`src/rtl/mem_port_arbiter.sv`:
```
// Arbiter sharing one single-port synchronous memory between fetch (IF) and load/store (LS).
// Optional feature: define ARB_RR_EN for round-robin conflict resolution (default: LS over IF).
module mem_port_arbiter #(
  parameter int ADDR_W  = 8,
  parameter int DATA_W  = 32,
  parameter int MEM_LAT = 1
) (
  input  logic              CLK,
  input  logic              RST_N,
  input  logic              if_req,
  input  logic [ADDR_W-1:0] if_addr,
  output logic              if_ready,
  output logic [DATA_W-1:0] if_rdata,
  input  logic              ls_req,
  input  logic              ls_we,
  input  logic [ADDR_W-1:0] ls_addr,
  input  logic [DATA_W-1:0] ls_wdata,
  output logic              ls_ready,
  output logic [DATA_W-1:0] ls_rdata,
  output logic              mem_en,
  output logic              mem_we,
  output logic [ADDR_W-1:0] mem_addr,
  output logic [DATA_W-1:0] mem_wdata,
  input  logic [DATA_W-1:0] mem_rdata
);

  typedef enum logic [1:0] {IDLE, ISSUE, WAIT, DONE} state_t;

  localparam logic [1:0] WAIT_INIT = 2'(MEM_LAT - 1);

  state_t     state_q;
  state_t     state_d;
  logic       sel_ls_q;
  logic       we_q;
  logic [1:0] cnt_q;
  logic       grant_ls;
  logic       start;
  logic       last_wait;

`ifdef ARB_RR_EN
  // 1 = LS was the most recent grant; on a conflict the other side wins.
  logic last_grant_q;

  assign grant_ls = ls_req & (~if_req | ~last_grant_q);

  always_ff @(posedge CLK or negedge RST_N) begin
    if (!RST_N) begin
      last_grant_q <= 1'b0;
    end else if (state_q == ISSUE) begin
      last_grant_q <= sel_ls_q;
    end
  end
`else
  assign grant_ls = ls_req;
`endif

  assign start     = (state_q == IDLE) & (if_req | ls_req);
  assign last_wait = (state_q == WAIT) & (cnt_q == 2'd0);

  always_comb begin
    state_d = state_q;
    case (state_q)
      IDLE:    if (if_req | ls_req) state_d = ISSUE;
      ISSUE:   state_d = we_q ? DONE : WAIT;
      WAIT:    if (cnt_q == 2'd0) state_d = DONE;
      DONE:    state_d = IDLE;
      default: state_d = IDLE;
    endcase
  end

  always_ff @(posedge CLK or negedge RST_N) begin
    if (!RST_N) begin
      state_q <= IDLE;
    end else begin
      state_q <= state_d;
    end
  end

  // Control: winner, direction, wait counter and the registered strobes.
  always_ff @(posedge CLK or negedge RST_N) begin
    if (!RST_N) begin
      sel_ls_q <= 1'b0;
      we_q     <= 1'b0;
      cnt_q    <= 2'd0;
      mem_en   <= 1'b0;
      mem_we   <= 1'b0;
      if_ready <= 1'b0;
      ls_ready <= 1'b0;
    end else begin
      if (start) begin
        sel_ls_q <= grant_ls;
        we_q     <= grant_ls & ls_we;
        cnt_q    <= WAIT_INIT;
      end else if ((state_q == WAIT) && (cnt_q != 2'd0)) begin
        cnt_q <= cnt_q - 2'd1;
      end
      mem_en   <= start;
      mem_we   <= start & grant_ls & ls_we;
      if_ready <= (state_d == DONE) & ~sel_ls_q;
      ls_ready <= (state_d == DONE) & sel_ls_q;
    end
  end

  // Data: address/write data latched at grant and held while idle.
  always_ff @(posedge CLK or negedge RST_N) begin
    if (!RST_N) begin
      mem_addr  <= '0;
      mem_wdata <= '0;
    end else if (start) begin
      mem_addr <= grant_ls ? ls_addr : if_addr;
      if (grant_ls) begin
        mem_wdata <= ls_wdata;
      end
    end
  end

  // Read data captured in the final wait cycle, per requester.
  always_ff @(posedge CLK or negedge RST_N) begin
    if (!RST_N) begin
      if_rdata <= '0;
      ls_rdata <= '0;
    end else if (last_wait) begin
      if (sel_ls_q) begin
        ls_rdata <= mem_rdata;
      end else begin
        if_rdata <= mem_rdata;
      end
    end
  end

endmodule
```
`config.mk`:
```
export PLATFORM = sky130hd
export DESIGN_NAME = mem_port_arbiter
export DESIGN_NICKNAME = d
export VERILOG_FILES = /design/src/rtl/mem_port_arbiter.sv
export SDC_FILE = /design/constraint.sdc
export NUM_CORES = 1
export LEC_CHECK = 0
export BUFFER_PORTS_ARGS = -buffer_cell sky130_fd_sc_hd__buf_2
export CELL_PAD_IN_SITES_DETAIL_PLACEMENT = 1
export CELL_PAD_IN_SITES_GLOBAL_PLACEMENT = 1
export CORE_MARGIN = 2
export CORE_UTILIZATION = 41
export DETAILED_ROUTE_END_ITERATION = 8
export GPL_TIMING_DRIVEN = 0
export MAX_ROUTING_LAYER = met4
export PLACE_DENSITY_LB_ADDON = 0.08
export SKIP_LAST_GASP = 1
export SYNTH_ARGS = -nofsm -noshare
export SYNTH_HDL_FRONTEND = slang
export SYNTH_SLANG_ARGS = --single-unit
```
`constraint.sdc`:
```
create_clock -name CLK -period 4 [get_ports CLK]
set_input_delay 1 -clock CLK [delete_from_list [all_inputs] [get_ports CLK]]
set_output_delay 1 -clock CLK [all_outputs]
set_load 0.02 [all_outputs]
```
==> out/results.tsv <==
metric	value	unit
whs_endpoint	we_q$_DFFE_PN0P_	
cts.hold.buffers_added	0	
r2r-end	mem_wdata[11]$_DFFE_PN0P_	
placed_area	5800	um2
fillers	1156	
grt_max_degree	64	
ys_seq_area_share	61.6	%
drt-pass1-iter-count	4	
diodes	0	
rr_worst_depth	5	
grtUsageMet1	22.8	%
grt_antenna_before_repair	0	
syn_area_per_cell	16.8	um2
worstPathArrival	0.97	ns
die_h	110	um
via_per_inst	4.76	
setup_tns	0	ns
cts_tree	yes	
portBuffers	192	
clkTransAtPathRegs	0.05	ns
cp_slowest_cell	dfrtp_1	
cts_max_path_buffers	2	
crit_required	3.00	ns
worstHoldStart	we_q$_DFFE_PN0P_	
start_util	42.3	%
cp_num_buf_inv	1	
area_growth	37.9	%
num_vias	3053	
finalClockSkew	0.00489	ns
vdd_ir_drop_max	0.000491	V
drv_cap	0	
cts_buffers	17	
drt_wl_total	11000	um
cts-root-buf	clkbuf_16	
crit_path_end_kind	output pin	
syn_nets	366	
ctsResizeCount	0	
die_x	110	um
drive_gt1_share	65.3	%
fmax	0.508	GHz
slew_headroom	66.4	%
final_area	6390	um2
grt-ovfl-total	0	
status	complete, no violations	
synth_cell_type_count	23	
slew_viol_final	0	
die_area	12200	um2
syn_area	4630	um2
fin_crit	1.97	ns
row_count	38	
yosysWarnings	0	
grt_pass1_vias	3495	
rsz0062_at_grt	false	
nNetsFinal	578	
synth_cells	276	
path_delay_family	flip-flops	
dp_hpwl	7740	um
drc	0	
cp_max_fo	2	
whs_path_depth	1	
cp_cell_sequence	buf_2	
antenna_left	0	
r2r_slack	2.34	ns
pin_count	193	
core-area	10900	um2
worst_skew_pair.late_latency	0.41	ns
wl_per_cell	17.2	um
r2r-start	state_q[0]$_DFF_PN0_	
slowest_delay	0.39	ns
leakage	3.39	nW
hp-class	reg -> reg	
htreeDepth	4	
dr.first_iter.drc_count	90	
finalHoldViolations	0	
grt_pass1_wl	17300	um
fin_crit_sh	49.2	%
gp_congestion	0.664	
crit_path_start_kind	register	
use_met3	8.47	%
grt.busiest_layer	met2	
grt_usage	20.0	%
post-cts-setup-buffer-count	0	
met2_usage	31.8	%
clock_sinks	114	
timing_worst_setup_path_type	reg -> out	
pwr_density_cell	979	nW/um2
worst_slew_pin_slew	0.504	ns
synth_seq_cells	114	
setup_viol_count_final	0	
==> worst register-to-register path: cells and delay by family, from the launching register on <==
family                   cells  cell delay [ns]
adder cells (fa/ha/maj)      1             0.23
AND/OR/NAND/NOR              1             0.19
multiplexers                 1             0.37
flip-flops                   1             0.36
buffers and inverters        2             0.39
==> cell usage after synthesis <==
| cell type | count | area [um2] |
|---|---|---|
| o21ai_0 | 10 | 50.1 |
| o21a_1 | 1 | 7.51 |
| mux2i_1 | 8 | 80.1 |
| buf_4 | 1 | 7.51 |
| a21o_1 | 1 | 7.51 |
| dfrtp_1 | 114 | 2850 |
| nand2_1 | 11 | 41.3 |
| buf_6 | 6 | 67.6 |
| nand3b_4 | 1 | 20.0 |
| a32oi_1 | 1 | 8.76 |
| xnor2_1 | 1 | 8.76 |
| a21oi_1 | 1 | 5.00 |
| inv_1 | 5 | 18.8 |
| buf_2 | 3 | 15.0 |
| nor2b_1 | 2 | 12.5 |
| and3b_1 | 1 | 8.76 |
| mux2_4 | 60 | 901 |
| ha_1 | 5 | 62.6 |
| mux2_2 | 36 | 405 |
| and3_1 | 2 | 12.5 |
| clkbuf_1 | 2 | 7.51 |
| nand3_4 | 1 | 17.5 |
| nor2_1 | 3 | 11.3 |
==> state kept, by name, summed over array words and instances, names as in the netlist, 2 cells and up <==
name,flops
state_q,2
cnt_q,2
if_rdata,32
mem_wdata,32
ls_rdata,32
mem_addr,8
==> layout make-up <==
cell class / instances / area [um2] / area share (%)
clock inverters: 4 / 70.1 / 1.10
inverters: 5 / 18.8 / 0.294
flip-flops and latches: 114 / 2850 / 44.7
repair buffers: 193 / 995 / 15.6
clock buffers: 28 / 517 / 8.09
multi-input cells: 145 / 1660 / 26.0
plain buffers: 12 / 97.6 / 1.53
well taps: 140 / 175 / 2.74
==> layer usage <==
| layer | share of wire, % | vias up | wire length (um) |
|---|---|---|---|
| met5 | 0 | - | 0 |
| met4 | 1.2 | 0 | 128 |
| met3 | 8.9 | 13 | 976 |
| met2 | 50 | 125 | 5550 |
| met1 | 40 | 1529 | 4350 |
| li1 | - | 1386 | - |
==> layout by cell type, fill, tap and decap left out <==
master / instances
nor2b_1: 2
clkbuf_8: 5
dfrtp_1: 114
a21oi_1: 1
o21ai_0: 10
xnor2_1: 1
clkinv_2: 2
mux2_2: 36
bufinv_16: 2
buf_6: 7
a21o_1: 1
buf_4: 1
nor2_1: 3
ha_1: 5
buf_2: 194
inv_1: 5
a32oi_1: 1
clkbuf_1: 8
clkbuf_16: 17
buf_16: 1
nand3b_4: 1
o21a_1: 1
mux2_4: 60
and3b_1: 1
nand2_1: 11
mux2i_1: 8
and3_1: 2
nand3_4: 1
==> through the flow <==
stage	hold slack [ns]	worst slack (ns)	util [%]	cells	total power, mW
finish	0.479	2.03	58.4	641	6.25
global route	0.515	1.99	58.4	641	6.63
global placement	0.463	0.557	52.7	608	4.70
CTS	0.486	2.01	58.4	641	6.34
floorplan	0.450	2.18	-	276	3.90
detailed placement	0.474	1.89	53.0	609	4.79
==> worst max path at each step <==
| stage | from | end | slack [ns] | depth (start not counted) |
|---|---|---|---|---|
| global route | if_rdata[25]$_DFFE_PN0P_ | if_rdata[25] | 1.99 | 1 |
| floorplan | ls_req | mem_wdata[10]$_DFFE_PN0P_ | 2.18 | 3 |
| CTS | ls_rdata[28]$_DFFE_PN0P_ | ls_rdata[28] | 2.01 | 1 |
| finish | ls_rdata[5]$_DFFE_PN0P_ | ls_rdata[5] | 2.03 | 1 |
| detailed placement | ls_req | mem_wdata[10]$_DFFE_PN0P_ | 1.89 | 4 |
| global placement | RST_N | mem_wdata[28]$_DFFE_PN0P_ | 0.56 | 1 |
==> power breakdown <==
group / leakage [nW] / internal, mW / switching, mW
sequential: 1.35 / 1.74 / 0.308
combinational: 1.75 / 1.28 / 1.44
clock: 0.289 / 0.997 / 0.486
total: 3.39 / 4.02 / 2.23
==> cell families (layout without fill, tap and decap cells) <==
| logic type | Yosys count | after routing | share of synthesized area (%) |
|---|---|---|---|
| AND/OR/NAND/NOR | 21 | 21 | 2.68 |
| adder cells (fa/ha/maj) | 5 | 5 | 1.35 |
| AO/OA/AOI/OAI | 14 | 14 | 1.70 |
| XOR/XNOR | 1 | 1 | 0.189 |
| buffers and inverters | 17 | 242 | 2.51 |
| flip-flops | 114 | 114 | 61.6 |
| multiplexers | 104 | 104 | 29.9 |
(Power assumes the default switching activity.)
